### config.mk
export PLATFORM = sky130hd
export DESIGN_NAME = muldiv_unit
export DESIGN_NICKNAME = d
export VERILOG_FILES = /design/src/rtl/muldiv_unit.sv
export SDC_FILE = /design/constraint.sdc
export NUM_CORES = 1
export LEC_CHECK = 0
export CORE_AREA = 3 3 164 166
export CTS_BUF_LIST = sky130_fd_sc_hd__clkbuf_2
export CTS_CLUSTER_SIZE = 12
export DETAILED_ROUTE_END_ITERATION = 8
export DIE_AREA = 0 0 167 169
export GPL_ROUTABILITY_DRIVEN = 0
export PLACE_DENSITY = 0.79
export SLEW_MARGIN = 5
export SYNTH_ARGS = -nofsm -noshare
export SYNTH_HDL_FRONTEND = slang
export SYNTH_SLANG_ARGS = --single-unit
### constraint.sdc
create_clock -name clk_i -period 4.9 [get_ports clk_i]
set_clock_uncertainty 0.2 [all_clocks]
set_input_delay 0.98 -clock clk_i [delete_from_list [all_inputs] [get_ports clk_i]]
set_output_delay 0.98 -clock clk_i [all_outputs]
set_load 0.1 [all_outputs]
### src/rtl/muldiv_unit.sv
// Iterative RV32M multiply/divide unit: result in cycle XLEN/BITS_PER_CYCLE+1 after accept, cycle 1 for div corner cases.
// Backpressure: ready_o low from accept until the result cycle ends; the result pulse itself cannot be stalled.
module muldiv_unit #(
    parameter int XLEN           = 32,
    parameter int BITS_PER_CYCLE = 1
) (
    input  logic            clk_i,
    input  logic            rst_i,
    input  logic            valid_i,
    output logic            ready_o,
    input  logic [2:0]      funct3_i,
    input  logic [XLEN-1:0] a_i,
    input  logic [XLEN-1:0] b_i,
    input  logic            flush_i,
    output logic            valid_o,
    output logic [XLEN-1:0] result_o
);
    localparam int N  = XLEN / BITS_PER_CYCLE;
    localparam int CW = $clog2(N + 1);
    localparam logic [XLEN-1:0] MOST_NEG = {1'b1, {(XLEN-1){1'b0}}};
    localparam logic [XLEN-1:0] ALL_ONES = {XLEN{1'b1}};

    typedef enum logic [1:0] {IDLE, CALC, DONE} state_t;

    state_t              state_q, state_d;
    logic [2:0]          op_q, op_d;
    logic [CW-1:0]       cnt_q, cnt_d;
    logic [2*XLEN-1:0]   acc_q, acc_d;
    logic [XLEN-1:0]     opb_q, opb_d;
    logic                neg_q, neg_d;
    logic                fast_q, fast_d;
    logic [XLEN-1:0]     result_q, result_d;

    // Multiply keeps {partial_hi, remaining multiplier}; divide keeps {remainder, dividend/quotient}.
    logic [XLEN+BITS_PER_CYCLE-1:0] mul_pp, mul_sum;
    logic [2*XLEN-1:0]              mul_next, div_next;
    logic [XLEN:0]                  div_trial;
    logic [XLEN-1:0]                div_rem, div_quo;

    always_comb begin
        mul_pp   = {{BITS_PER_CYCLE{1'b0}}, opb_q} * {{XLEN{1'b0}}, acc_q[BITS_PER_CYCLE-1:0]};
        mul_sum  = {{BITS_PER_CYCLE{1'b0}}, acc_q[2*XLEN-1:XLEN]} + mul_pp;
        mul_next = {mul_sum, acc_q[XLEN-1:BITS_PER_CYCLE]};

        div_rem   = acc_q[2*XLEN-1:XLEN];
        div_quo   = acc_q[XLEN-1:0];
        div_trial = '0;
        for (int i = 0; i < BITS_PER_CYCLE; i++) begin
            div_trial = {div_rem, div_quo[XLEN-1]};
            div_quo   = {div_quo[XLEN-2:0], 1'b0};
            if (div_trial >= {1'b0, opb_q}) begin
                div_trial  = div_trial - {1'b0, opb_q};
                div_quo[0] = 1'b1;
            end
            div_rem = div_trial[XLEN-1:0];
        end
        div_next = {div_rem, div_quo};
    end

    logic [2*XLEN-1:0] prod_s;
    logic [XLEN-1:0]   quo_s, rem_s, final_res;

    always_comb begin
        prod_s = neg_q ? -acc_q : acc_q;
        quo_s  = neg_q ? -acc_q[XLEN-1:0] : acc_q[XLEN-1:0];
        rem_s  = neg_q ? -acc_q[2*XLEN-1:XLEN] : acc_q[2*XLEN-1:XLEN];
        case (op_q)
            3'b000:         final_res = prod_s[XLEN-1:0];
            3'b001, 3'b010,
            3'b011:         final_res = prod_s[2*XLEN-1:XLEN];
            3'b100, 3'b101: final_res = quo_s;
            default:        final_res = rem_s;
        endcase
        if (fast_q) begin
            final_res = acc_q[XLEN-1:0];
        end
    end

    logic            a_sgn, b_sgn, a_neg, b_neg, div_zero, div_ovf;
    logic [XLEN-1:0] a_mag, b_mag;

    always_comb begin
        a_sgn    = funct3_i[2] ? !funct3_i[0] : (funct3_i[1:0] == 2'b01 || funct3_i[1:0] == 2'b10);
        b_sgn    = funct3_i[2] ? !funct3_i[0] : (funct3_i[1:0] == 2'b01);
        a_neg    = a_sgn & a_i[XLEN-1];
        b_neg    = b_sgn & b_i[XLEN-1];
        a_mag    = a_neg ? -a_i : a_i;
        b_mag    = b_neg ? -b_i : b_i;
        div_zero = funct3_i[2] && (b_i == '0);
        div_ovf  = funct3_i[2] && !funct3_i[0] && (a_i == MOST_NEG) && (b_i == ALL_ONES);
    end

    always_comb begin
        state_d  = state_q;
        op_d     = op_q;
        cnt_d    = cnt_q;
        acc_d    = acc_q;
        opb_d    = opb_q;
        neg_d    = neg_q;
        fast_d   = fast_q;
        result_d = result_q;
        ready_o  = (state_q == IDLE);
        valid_o  = 1'b0;
        result_o = result_q;
        case (state_q)
            IDLE: begin
                if (valid_i && !flush_i) begin
                    op_d    = funct3_i;
                    opb_d   = b_mag;
                    acc_d   = {{XLEN{1'b0}}, a_mag};
                    cnt_d   = CW'(N);
                    fast_d  = 1'b0;
                    // Remainder follows the dividend; everything else follows the operand sign product.
                    neg_d   = (funct3_i[2:1] == 2'b11) ? a_neg : (a_neg ^ b_neg);
                    state_d = CALC;
                    if (div_zero) begin
                        fast_d  = 1'b1;
                        neg_d   = 1'b0;
                        acc_d   = {{XLEN{1'b0}}, funct3_i[1] ? a_i : ALL_ONES};
                        state_d = DONE;
                    end else if (div_ovf) begin
                        fast_d  = 1'b1;
                        neg_d   = 1'b0;
                        acc_d   = {{XLEN{1'b0}}, funct3_i[1] ? {XLEN{1'b0}} : MOST_NEG};
                        state_d = DONE;
                    end
                end
            end
            CALC: begin
                if (flush_i) begin
                    state_d = IDLE;
                end else begin
                    acc_d = op_q[2] ? div_next : mul_next;
                    cnt_d = cnt_q - 1'b1;
                    if (cnt_q == CW'(1)) begin
                        state_d = DONE;
                    end
                end
            end
            DONE: begin
                state_d = IDLE;
                if (!flush_i) begin
                    valid_o  = 1'b1;
                    result_o = final_res;
                    result_d = final_res;
                end
            end
            default: state_d = IDLE;
        endcase
    end

    always_ff @(posedge clk_i or posedge rst_i) begin
        if (rst_i) begin
            state_q  <= IDLE;
            op_q     <= '0;
            cnt_q    <= '0;
            acc_q    <= '0;
            opb_q    <= '0;
            neg_q    <= 1'b0;
            fast_q   <= 1'b0;
            result_q <= '0;
        end else begin
            state_q  <= state_d;
            op_q     <= op_d;
            cnt_q    <= cnt_d;
            acc_q    <= acc_d;
            opb_q    <= opb_d;
            neg_q    <= neg_d;
            fast_q   <= fast_d;
            result_q <= result_d;
        end
    end
endmodule

Word-level counts from Yosys, hierarchy flattened
Cells that the tools add are included.
- $add $sub $neg: 8
- order comparisons: 1
- bitwise operators: 3
- mux-type cells: 37
- multipliers: 1
- eq/ne operators: 16
- reductions and logical operators: 17
- operator list (operator ; number):
    2-to-1 mux 32 bit ; 12
    2-to-1 mux 64 bit ; 4
    negator 32 bit ; 4
    one-hot mux 64 bit (2 select lines) ; 1
    one-hot mux 32 bit (3 select lines) ; 1
    equality test 32 bit (second input constant) ; 2
    negator 64 bit ; 1
    adder 32 x 33 -> 33 bit ; 1
    >= comparator 33 x 32 -> 1 bit ; 1
    multiplier 32 x 1 -> 33 bit ; 1
    zero test 32 bit ; 1
    subtractor 32 bit ; 1
    2-to-1 mux 6 bit ; 2
    one-hot mux 6 bit (2 select lines) ; 1
    2-to-1 mux 1 bit ; 10
    2-to-1 mux 2 bit ; 5
    equality test 2 bit (second input constant) ; 3
    equality test 3 x 2 -> 1 bit (second input constant) ; 2
    equality test 3 bit (second input constant) ; 2
    equality test 6 x 1 -> 1 bit (second input constant) ; 1
    subtractor 6 x 1 -> 6 bit (second input constant) ; 1
    logical AND 1 bit ; 5
    equality test 2 x 1 -> 1 bit (second input constant) ; 2
    one-hot mux 2 bit (2 select lines) ; 1
    15 further kinds ; 18
- register bits after elaboration: 141
- logic and storage cells: 91
- bits of input ports: 71

Logic depth before layout (Yosys ltp)
- depth after elaboration: 9
- depth in mapped cells: 14

Worst setup path before layout
No wires, ideal clock.
- path kind: register -> output
- start: register acc_q[47]
- end: output port result_o[31]
- cell stages (with the launch flop): 12
- path slack: -1269 ps
- arrival time: 4989 ps
- required time: 3720 ps
- buffers on the path: 2
- cell sequence: dfrtp_1 clkbuf_1 or4_1 or4_1 clkbuf_1 or2_1 o31ai_1 and2_1 xor2_1 o221ai_1 a21oi_1 a311oi_1
- cells in the longest elaborated chain, start to end: 6
- RTL lines (what ; RTL line ; RTL):
    start, declared ; 28 ; logic [2*XLEN-1:0] acc_q, acc_d;
    start signal, assigned ; 157 ; acc_q <= '0;
    start signal, assigned ; 166 ; acc_q <= acc_d;
    negator 64 bit / negator 32 bit (equally long branches) ; 64, 66 ;
    2-to-1 mux 64 bit / 2-to-1 mux 32 bit (equally long branches) ; 64, 66 ;
    one-hot mux 32 bit (3 select lines) * ; 67 ; case (op_q)
    2-to-1 mux 32 bit * ; 74 ; if (fast_q) begin
    2-to-1 mux 32 bit * ; 142 ; if (!flush_i) begin
    2-to-1 mux 32 bit * ; - ;
    end, declared ; 16 ; output logic [XLEN-1:0] result_o
Every way passes the cells marked *; elsewhere a longest branch is shown, timed or not.

Worst setup path in the final report
- start: register acc_q[24]
- end: output port result_o[7]
- cells in the longest elaborated chain, start to end: 6
- RTL lines (what ; RTL line ; RTL):
    negator 64 bit ; 64 ; prod_s = neg_q ? -acc_q : acc_q;
    2-to-1 mux 64 bit ; 64 ;
    one-hot mux 32 bit (3 select lines) ; 67 ;
    2-to-1 mux 32 bit ; 74 ;
    2-to-1 mux 32 bit ; 142 ;
    2-to-1 mux 32 bit ; - ;
No other way between the ends.

==> reports/qor.txt <==
Worst-case hold path end point - opb_q[23]
Async set or reset register ratio after synthesis - 1.00
Number of antenna violations at the first check in global routing - 1
Global-route congestion overflow total - 0
Post-synthesis net count - 2056
CP Data Required Time - 3.72 ns
Most repeated cell in the gate-level netlist after synthesis - sky130_fd_sc_hd__o21ai_0
Die width - 167 um
Portion of the clock cycle consumed by the worst path in the final layout - 1.05
Rel. slew slack - 0.259
H-tree levels - 4
Buffer type at the clock tree root - sky130_fd_sc_hd__clkbuf_2
Top_reg_cell synth - sky130_fd_sc_hd__dfrtp_1
Number of synthesized flops with an enable pin - 0
Vias per cell - 6.85
Setup slack, reg-to-reg - 0.58 ns
Sequential area share after synthesis - 0.247
Post-CTS Hold Buffers - 0
Mean post-synth cell area - 7.48 um^2
Class of the worst hold path - register to register
Biggest fanout along the worst timing path - 6
Capturing element type of the critical path - primary output
Share of the synthesized area in the top cell type - 0.247
Core occupancy in the finished layout - 0.681
Die Ht - 169 um
Initial core utilization - 0.555
Overall Power - 10.4 mW
Placement Setup Slack - 0.179 ns
Endpoint of the worst-slack reg-to-reg timing path - acc_q[62]
Buffers on Ports - 104
Final setup slack of the worst path - -0.239 ns
Skew-Pair Late Insertion Delay - 0.78 ns
Clock sink count - 141
I/O Pins - 105
Core Area - 0.0258 mm^2
Count of TritonRoute iterations in the first routing pass - 9
Post-synth top area cell - sky130_fd_sc_hd__dfrtp_1
Startpoint of the most critical hold path - opb_q[23]
Leakage power - 7.48 nW
Flops & latches, synth - 141
Hold Crit Depth - 2
Post-synthesis instance total - 1911
Max-cap violations - 0
Total area of multi-input combinational cells - 0.0108 mm^2
Overall die area - 0.0282 mm^2
Final HPWL from detailed placement - 37100 um
Violations in the final reports - setup timing
Fraction of final layout cells with drive strength greater than 1 - 0.162
Seq. cell area - 0.00353 mm^2
Critical Path Start Type - register
Commonest cells in the netlist - 211 x sky130_fd_sc_hd__o21ai_0, 208 x sky130_fd_sc_hd__nand2_1, 165 x sky130_fd_sc_hd__nor2_1
Number of nets at the end of the flow - 2172
Result of the run - complete, but fails checks
Layout filler cell count - 1993
Data arrival time of the critical path - 3.96 ns
Path depth of the worst reg2reg path - 15
Clock Path Buffers - 2
Synth area leaders - sky130_fd_sc_hd__dfrtp_1 25%, sky130_fd_sc_hd__o21ai_0 7.4%, sky130_fd_sc_hd__ha_1 6.3%, sky130_fd_sc_hd__a21oi_1 5.5%, sky130_fd_sc_hd__nand2_1 5.5%
Count of pins over their slew limit - 0
GRT Total Usage - 0.340
Row count - 59
Total of endpoints with negative setup slack in the final report - 28
DRC errors left - 0
Post-Route WL - 51300 um
Layout overhead on the synthesized area - 22.7%
PwrDens - 592 mW/mm^2
Hold Fails Final Rpt - 0
Largest net degree at the start of global routing - 54
IR Drop Worst-Case VDD - 286 uV
Via count - 16300
Vias in the first global route - 14800
Fin crit period - 5.14 ns
Crit path kind - register to primary output
Synth Warn # - 0
Combined area of all synthesized cells - 0.0143 mm^2
Routed Antenna Nets - 0
Number of distinct standard cells referenced by the synthesized netlist - 78
CTS tree - built
Measured slew at the worst slew-check pin - 1.11 ns
Number of buffers added by the clock tree synthesis step - 17
Global-route wire length before repair - 78700 um
Final routed wire length divided by cell count - 21.6 um
Origin of the critical flop-to-flop path - acc_q[0]
Clock-pin transition on the worst setup and hold timing paths - 0.22 ns
Highest clock frequency the design can meet - 195 MHz
RSZ-0062 raised after global routing - yes
1st-iter DRT viols - 2560
Sum Neg Setup Slack - -3.41 ns
logic make-up (layout without fill, tap and decap cells):
logic type,after synthesis,in the layout,share of synthesized area
compound gates,662,662,0.291
xor+xnor,147,147,0.0900
fa+ha+maj,74,74,0.0658
buf+inv,192,320,0.0528
flops,141,141,0.247
mux,51,51,0.0358
other cells,0,1,0
simple gates,644,644,0.218
placed cells by master (no fill, tap or decap), drive strengths merged, types with 50 or more instances in the layout:
master	netlist	layout
o21ai	217	217
nand2	209	209
nor2	165	165
a21oi	156	156
buf	20	155
dfrtp	141	141
xnor2	74	74
xor2	73	73
ha	72	72
clkdlybuf4s50	0	71
inv	62	68
mux2i	50	50
sequential cells by signal, indices dropped and copies added (netlist names):
name and cells:
neg_q 1, result_q 32, state_q 2, fast_q 1, cnt_q 6, acc_q 64, op_q 3, opb_q 32
per-stage QoR:
stage          hold slack (ns)  area, um^2  std cells
3_5_place_dp             0.271       16400       2305
4_1_cts                  0.250       17200       2360
2_1_floorplan            0.247       14400       1911
6_report                 0.313       17600       2375
5_1_grt                  0.312       17600       2375
3_3_place_gp             0.262       16400       2305
layout make-up:
class                           count  area share
Multi-Input combinational cell   1578       0.614
Sequential cell                   141       0.201
Timing Repair Buffer              227       0.133
Tap cell                          335      0.0239
Inverter                           62      0.0135
Clock inverter                     13     0.00877
Clock buffer                       18     0.00513
Antenna cell                        1    0.000143
routing by layer:
layer	GRT usage	vias up	routed length, um
met1	0.476	7543	20600
met2	0.518	1209	21900
met5	0	-	0
li1	-	7252	-
met3	0.0621	268	5870
met4	0.145	0	2890
power by group:
| group | leakage, nW | internal [mW] | total (mW) | switching (mW) |
|---|---|---|---|---|
| clock | 0.137 | 0.247 | 0.768 | 0.522 |
| sequential | 1.80 | 1.52 | 2.03 | 0.505 |
| combinational | 5.55 | 2.94 | 7.61 | 4.67 |
critical path, cell delays in order (launching register included):
cell and delay (ns):
sky130_fd_sc_hd__dfrtp_1 0.44, sky130_fd_sc_hd__or4_4 0.55, sky130_fd_sc_hd__or3_4 0.34, sky130_fd_sc_hd__or3_4 0.35, sky130_fd_sc_hd__or2_4 0.32, sky130_fd_sc_hd__o31ai_4 0.20, sky130_fd_sc_hd__xnor2_1 0.09, sky130_fd_sc_hd__a222oi_1 0.48
sky130_fd_sc_hd__o22ai_2 0.22, sky130_fd_sc_hd__buf_12 0.20
timing repair:
| action | CTS | global route |
|---|---|---|
| resized for setup | 87 | 57 |
| endpoints found under the hold margin | 0 | 0 |
| pin swaps | 35 | 35 |
| cloned | 0 | 1 |
| setup endpoints to repair | 32 | 32 |
| setup buffers | 26 | 14 |
worst max-delay path by stage:
stage / start / to / slack (ns) / cells after the start
after floorplan: acc_q[47] / result_o[31] / -0.28 / 11
after global placement: b_i[15] / acc_q[25] / 0.31 / 9
after detailed placement: b_i[15] / acc_q[11] / 0.18 / 10
after CTS: acc_q[24] / result_o[31] / -0.18 / 11
after global routing: acc_q[24] / result_o[7] / -0.34 / 9
final: acc_q[24] / result_o[7] / -0.24 / 9
Note: power is estimated with default switching activity, not from simulation.
